===== config.mk =====
export PLATFORM = sky130hd
export DESIGN_NAME = senna_encode_sequencer
export DESIGN_NICKNAME = d
export VERILOG_FILES = /design/src/rtl/senna_enc_pkg.sv /design/src/rtl/senna_encode_sequencer_circ_rotate.sv /design/src/rtl/senna_encode_sequencer.sv
export SDC_FILE = /design/constraint.sdc
export NUM_CORES = 1
export LEC_CHECK = 0
export BUFFER_PORTS_ARGS = -buffer_cell sky130_fd_sc_hd__buf_2
export CAP_MARGIN = 20
export CORE_AREA = 2 2 61 121
export DETAILED_ROUTE_END_ITERATION = 8
export DIE_AREA = 0 0 63 123
export PLACE_DENSITY_LB_ADDON = 0.3
export SLEW_MARGIN = 20
export SYNTH_ARGS = -nofsm -noshare
export SYNTH_HDL_FRONTEND = slang
export SYNTH_SLANG_ARGS = --single-unit

===== constraint.sdc =====
create_clock -name i_clk -period 2 [get_ports i_clk]
set_clock_uncertainty 0.2 [all_clocks]
set_input_delay 0.4 -clock i_clk [delete_from_list [all_inputs] [get_ports i_clk]]
set_output_delay 0.4 -clock i_clk [all_outputs]
set_load 0.02 [all_outputs]

===== src/rtl/senna_enc_pkg.sv =====
// Shared types, defaults and size helpers for the Senna encode sequencer.
package senna_enc_pkg;

  localparam int unsigned DefLm = 2;
  localparam int unsigned DefM  = 6;
  localparam int unsigned DefKb = 2;
  localparam int unsigned DefPb = 2;

  // Cycles from an issue to its partial product appearing on pu_u.
  localparam int unsigned TagDepth = 4;
  // Tag p field is sized for up to 256 parity blocks.
  localparam int unsigned TagPw = 8;

  typedef enum logic [1:0] {StLoad, StRun, StDrain, StOut} state_e;

  typedef struct packed {
    logic             valid;
    logic             first;
    logic             last;
    logic [TagPw-1:0] p;
  } tag_t;

  function automatic int unsigned clog_w(input int unsigned n);
    return (n > 1) ? $clog2(n) : 1;
  endfunction

  function automatic int unsigned calc_cpc(input int unsigned m, input int unsigned lm);
    return m / lm;
  endfunction

  function automatic int unsigned calc_nch(input int unsigned kb, input int unsigned m,
                                           input int unsigned lm);
    return kb * (m / lm);
  endfunction

  function automatic int unsigned calc_aw(input int unsigned pb, input int unsigned kb);
    return clog_w(pb * kb);
  endfunction

endpackage


===== src/rtl/senna_encode_sequencer_circ_rotate.sv =====
// Combinational circulant rotate-right: o_data[i] = i_data[(i + i_shift) mod M].
module circ_rotate #(
  parameter int unsigned M = 6,
  localparam int unsigned Sw = (M > 1) ? $clog2(M) : 1
) (
  input  logic [M-1:0]  i_data,
  input  logic [Sw-1:0] i_shift,
  output logic [M-1:0]  o_data
);

  // Shift amount is always below M, so the two halves never overlap.
  always_comb begin
    o_data = (i_data >> i_shift) | (i_data << (M - 32'(i_shift)));
  end

endmodule


===== src/rtl/senna_encode_sequencer.sv =====
// Sequences one Senna parity unit over a full QC-LDPC encoding pass: buffers the
// message, streams (chunk, pre-rotated circulant row) pairs, accumulates the
// partial products into parity blocks and hands them out over valid/ready.
module senna_encode_sequencer
  import senna_enc_pkg::*;
#(
  parameter int unsigned Lm = DefLm,
  parameter int unsigned M  = DefM,
  parameter int unsigned KB = DefKb,
  parameter int unsigned PB = DefPb,
  localparam int unsigned Aw = calc_aw(PB, KB),
  localparam int unsigned Pw = clog_w(PB)
) (
  input  logic          i_clk,
  input  logic          i_rst_n,
  input  logic          i_in_valid,
  output logic          o_in_ready,
  input  logic [Lm-1:0] i_in_data,
  output logic [Aw-1:0] o_rom_addr,
  input  logic [M-1:0]  i_rom_data,
  output logic [Lm-1:0] o_pu_msg,
  output logic [M-1:0]  o_pu_f,
  input  logic [M-1:0]  i_pu_u,
  output logic          o_par_valid,
  input  logic          i_par_ready,
  output logic [M-1:0]  o_par_data,
  output logic [Pw-1:0] o_par_idx,
  output logic          o_busy
);

  localparam int unsigned Cpc = calc_cpc(M, Lm);
  localparam int unsigned Nch = calc_nch(KB, M, Lm);
  localparam int unsigned Cw  = clog_w(Nch);
  localparam int unsigned Sw  = clog_w(M);

  localparam logic [Cw-1:0] CLast     = Cw'(Nch - 1);
  localparam logic [Pw-1:0] PLast     = Pw'(PB - 1);
  localparam logic [1:0]    DrainLast = 2'(TagDepth - 1);

  state_e        r_state;
  logic [Cw-1:0] r_c;
  logic [Pw-1:0] r_p;
  logic [Pw-1:0] r_k;
  logic [1:0]    r_drain;
  logic          r_in_ready;
  logic          r_busy;
  logic          r_par_valid;

  logic [Lm-1:0] r_msg_buf [Nch];
  logic [M-1:0]  r_par_buf [PB];

  logic          r_s1_valid;
  logic [Cw-1:0] r_s1_c;
  logic [Lm-1:0] r_pu_msg;
  logic [M-1:0]  r_pu_f;
  logic [M-1:0]  r_acc;
  tag_t          r_tag [TagDepth];

  logic          w_load_acc;
  logic          w_out_done;
  logic          w_issue;
  tag_t          w_issue_tag;
  logic [Sw-1:0] w_shift;
  logic [M-1:0]  w_rot;
  logic [M-1:0]  w_sum;

  assign w_load_acc = (r_state == StLoad) && i_in_valid;
  assign w_out_done = (r_state == StOut) && i_par_ready && (r_k == PLast);
  assign w_issue    = (r_state == StRun);

  // Tag launched alongside each issue; it lines up with pu_u TagDepth cycles later.
  always_comb begin
    w_issue_tag       = '0;
    w_issue_tag.valid = w_issue;
    w_issue_tag.first = (r_c == '0);
    w_issue_tag.last  = (r_c == CLast);
    w_issue_tag.p     = TagPw'(r_p);
  end

  // ROM address is only meaningful while issuing.
  always_comb begin
    o_rom_addr = '0;
    if (w_issue) o_rom_addr = Aw'(32'(r_p) * KB + 32'(r_c) / Cpc);
  end

  // Rotation of the fetched row depends on the chunk's offset inside its circulant.
  assign w_shift = Sw'((32'(r_s1_c) % Cpc) * Lm);

  circ_rotate #(
    .M(M)
  ) u_circ_rotate (
    .i_data (i_rom_data),
    .i_shift(w_shift),
    .o_data (w_rot)
  );

  assign w_sum = r_tag[TagDepth-1].first ? i_pu_u : (r_acc ^ i_pu_u);

  // Control FSM: chunk/row counters, drain timer, output index and status flags.
  always_ff @(posedge i_clk) begin
    if (!i_rst_n) begin
      r_state     <= StLoad;
      r_c         <= '0;
      r_p         <= '0;
      r_k         <= '0;
      r_drain     <= '0;
      r_in_ready  <= 1'b1;
      r_busy      <= 1'b0;
      r_par_valid <= 1'b0;
    end else begin
      unique case (r_state)
        StLoad: begin
          if (i_in_valid) begin
            if (r_c == CLast) begin
              r_c        <= '0;
              r_state    <= StRun;
              r_in_ready <= 1'b0;
              r_busy     <= 1'b1;
            end else begin
              r_c <= r_c + 1'b1;
            end
          end
        end
        StRun: begin
          if (r_c == CLast) begin
            r_c <= '0;
            if (r_p == PLast) begin
              r_p     <= '0;
              r_drain <= '0;
              r_state <= StDrain;
            end else begin
              r_p <= r_p + 1'b1;
            end
          end else begin
            r_c <= r_c + 1'b1;
          end
        end
        StDrain: begin
          if (r_drain == DrainLast) begin
            r_drain     <= '0;
            r_k         <= '0;
            r_par_valid <= 1'b1;
            r_state     <= StOut;
          end else begin
            r_drain <= r_drain + 1'b1;
          end
        end
        StOut: begin
          if (i_par_ready) begin
            if (r_k == PLast) begin
              r_k         <= '0;
              r_c         <= '0;
              r_p         <= '0;
              r_par_valid <= 1'b0;
              r_busy      <= 1'b0;
              r_in_ready  <= 1'b1;
              r_state     <= StLoad;
            end else begin
              r_k <= r_k + 1'b1;
            end
          end
        end
        default: r_state <= StLoad;
      endcase
    end
  end

  // Message buffer: filled in LOAD, wiped once the last parity block is taken.
  always_ff @(posedge i_clk) begin
    if (!i_rst_n || w_out_done) begin
      for (int i = 0; i < Nch; i++) r_msg_buf[i] <= '0;
    end else if (w_load_acc) begin
      r_msg_buf[r_c] <= i_in_data;
    end
  end

  // Issue pipeline: ROM-fetch stage, operand registers and tag delay line.
  always_ff @(posedge i_clk) begin
    if (!i_rst_n) begin
      r_s1_valid <= 1'b0;
      r_s1_c     <= '0;
      r_pu_msg   <= '0;
      r_pu_f     <= '0;
      for (int i = 0; i < TagDepth; i++) r_tag[i] <= '0;
    end else begin
      r_s1_valid <= w_issue;
      r_s1_c     <= r_c;
      r_tag[0]   <= w_issue_tag;
      for (int i = 1; i < TagDepth; i++) r_tag[i] <= r_tag[i-1];
      if (r_s1_valid) begin
        r_pu_msg <= r_msg_buf[r_s1_c];
        r_pu_f   <= w_rot;
      end else begin
        r_pu_msg <= '0;
        r_pu_f   <= '0;
      end
    end
  end

  // Parity accumulation: restart on a block's first chunk, commit on its last.
  always_ff @(posedge i_clk) begin
    if (!i_rst_n) begin
      r_acc <= '0;
      for (int i = 0; i < PB; i++) r_par_buf[i] <= '0;
    end else if (r_tag[TagDepth-1].valid) begin
      r_acc <= w_sum;
      if (r_tag[TagDepth-1].last) r_par_buf[r_tag[TagDepth-1].p[Pw-1:0]] <= w_sum;
    end
  end

  assign o_in_ready  = r_in_ready;
  assign o_busy      = r_busy;
  assign o_par_valid = r_par_valid;
  assign o_par_data  = r_par_valid ? r_par_buf[r_k] : '0;
  assign o_par_idx   = r_k;
  assign o_pu_msg    = r_pu_msg;
  assign o_pu_f      = r_pu_f;

endmodule


==> impl_metrics.ini <==
[status]
status = finished clean

[drt]
drt_wl_total_microns = 6437
wire_per_inst_microns = 13.58
vias = 2528
routed_via_density = 5.333
detail_route.first_pass.iterations = 4
ant_nets = 0
drtIter0Drc = 131
drc = 0

[timing]
fmax_mhz = 520.8
finalCritPeriodShare_pct = 96.01
holdWs_ns = 0.1447
final-setup-viol-count = 0
rsz0062_at_grt = no
slew_headroom_pct = 70.44
hold_violations = 0
fin_setup_tns_ns = 0
max_slew.worst_pin.slew_ns = 0.4428
slew_violations = 0
fin_crit_ns = 1.920

[power_and_ir_drop]
seqPwrFrac_pct = 44.5
swShare_pct = 21.10
p_clk_share_pct = 47.8
internal_power_mw = 2.926
peakVddDrop_mv = 0.6621
p_switching_mw = 0.7826
power_density_nw_per_um2 = 869.6
pwr-share-comb_pct = 7.7
p_total_mw = 3.708
cellLeakagePower_nw = 1.669

[critical_path]
rrSetupSlack_ns = 0.08
end_kind = flip-flop
start_kind = flip-flop
worst-endpoint-required_ns = 1.89
path_class = flip-flop to flip-flop
worstPathArrival_ns = 1.81
crit_fanout = 9

[clock_network]
clkTransAtPathRegs_ns = 0.05
cts_tree = built
cts_root_buf = clkbuf_16
htreeDepth = 3
cts.sinks = 74
cts.path.max_buffers = 2
clk_latency_ns = 0.34
cts_buffers = 9
holdBufCountCts = 0
postCtsSetupBuffers = 0

[synth]
synth_warnings = 0
synthAdderAreaFrac_pct = 2.849
synth_top_family_by_area = simple AND/OR/NAND/NOR gates
synth_compound_area_share_pct = 13.35
synthesis.area_sq_um = 3513
synth.largest_area_cell = dfxtp_1
synth-simple-area-share_pct = 22.79
synth_edf_count = 28
yosys.area.top_type_share_pct = 26.21
ys_types = 57
syn_inst = 333
synth.area.mux_share_pct = 5.947
synthTopCellsByArea = dfxtp_1 26%, edfxtp_1 24%, nor2b_1 3.9%
synth_seq_cells = 74
async_flop_share_pct = 0
synth_fp_nets = 359
synthXorXnorAreaFrac_pct = 1.745
ys_seq_area_share_pct = 50.14
postSynthAreaPerCell_sq_um = 10.55
ys.flop_type = dfxtp_1

[floorplanning]
die_h_microns = 123
coreArea_sq_um = 6833
io_pins = 38
die_w_microns = 63
die_area_sq_um = 7749
rows = 43
start_util_pct = 51.42

[placed_design]
dp_hpwl_microns = 4722
dp_cells = 458
port_buffers = 37
gp_congestion = 0.8296

[cells_and_area]
register_area_sq_um = 1772
post-route-util_pct = 62.41
fillers = 573
nets = 405
syn2layout_area_growth_pct = 21.37
multiInputGateArea_sq_um = 1708
drive_above_1_share_pct = 25.52
final_cells = 474
antenna_cells = 0

[global_routing]
grt_pass1_vias = 2399
grt.total_usage_pct = 17.99
antenna_found_initial = 0
grt_max_degree = 18
grt_pass1_wl_microns = 10840
grt_overflow_total = 0

[flow_run]
maxCapViolations = 0

[hold_path]
hold_path_class = input port to flip-flop
[path summary, 6_finish.rpt]
kind	endpoint	cells after the start	from
setup / recovery	r_msg_buf[2][0]	6	r_state[0]
hold / removal	o_pu_f[2]	3	i_rom_data[0]
setup reg to reg	r_msg_buf[2][0]	6	r_state[0]
hold reg to reg	r_tag[3][0]	1	r_tag[2][0]
[cell type report]
type,count,area share (%)
Sequential cell,74,41.55
Inverter,9,0.7923
Clock buffer,14,7.189
Timing Repair Buffer,51,6.866
Tap cell,90,2.641
Clock inverter,2,0.9096
Multi-Input combinational cell,234,40.05
[synth_stat cells, types with 9 or more instances]
library cell  number
and2_1            21
clkbuf_1           9
dfxtp_1           46
edfxtp_1          28
inv_1              9
mux2i_1           10
nand2_1           31
nand2b_1           9
nor2_1            23
nor2b_1           22
o211ai_1          11
o21ai_0           16
[sequential cells by signal, summed over array words and instances, names as in the netlist, 2 cells and up, named ones only]
| name | cells |
|---|---|
| o_pu_f | 6 |
| o_pu_msg | 2 |
| r_acc | 6 |
| r_c | 3 |
| r_drain | 2 |
| r_msg_buf | 16 |
| r_par_buf | 12 |
| r_s1_c | 3 |
| r_state | 2 |
| r_tag | 16 |
[layer usage]
metal | vias up | global-route usage (%) | part of all wire [%]
li1 | 1278 | - | -
met1 | 1178 | 21.51 | 43
met2 | 62 | 29.12 | 51
met3 | 10 | 5.460 | 4.6
met4 | 0 | 9.306 | 1.8
met5 | - | 0 | 0
[cells in the final DEF, fill, tap and decap left out, types with 10 or more instances in the layout]
master and count:
edfxtp_1 28, nor2_1 23, o211ai_1 11, nand2_1 31
clkbuf_16 11, nor2b_1 20, and2_1 20, buf_2 36
o21ai_0 13, mux2i_1 10, buf_4 15, dfxtp_1 42
[per-stage QoR]
step / setup slack, ns / instance area (sq um)
2_1_floorplan: 0.06868 / 3513
3_3_place_gp: 0.07508 / 3839
3_5_place_dp: -0.01853 / 3839
4_1_cts: 0.01206 / 4213
5_1_grt: 0.001692 / 4264
6_report: 0.07990 / 4264
[power groups by stage]
stage | clock (mW) | sequential [mW] | combinational, mW
after global routing | 1.86 | 1.66 | 0.314
after floorplan | 0 | 1.67 | 0.182
after CTS | 1.80 | 1.65 | 0.276
after detailed placement | 0 | 1.68 | 0.269
after global placement | 0 | 1.68 | 0.261
final | 1.77 | 1.65 | 0.286
[kinds of logic (layout without fill, tap and decap cells)]
logic type	after synthesis	count (layout)
compound gates	64	64
buf+inv	25	76
flops	74	74
mux	15	15
fa+ha+maj	8	8
simple gates	140	140
xor+xnor	7	7
[worst max-delay path, stage by stage (launching register included)]
cell,delay (ns)
dfxtp_2,0.38
inv_1,0.11
ha_2,0.23
and2_2,0.23
and3_1,0.20
buf_4,0.15
and3_1,0.18
[what timing repair did]
item | CTS | global route
setup endpoints to repair | 8 | 26
gates resized for setup | 9 | 17
pin swaps | 1 | 3
gates cloned | 0 | 0
(Power assumes the default switching activity.)
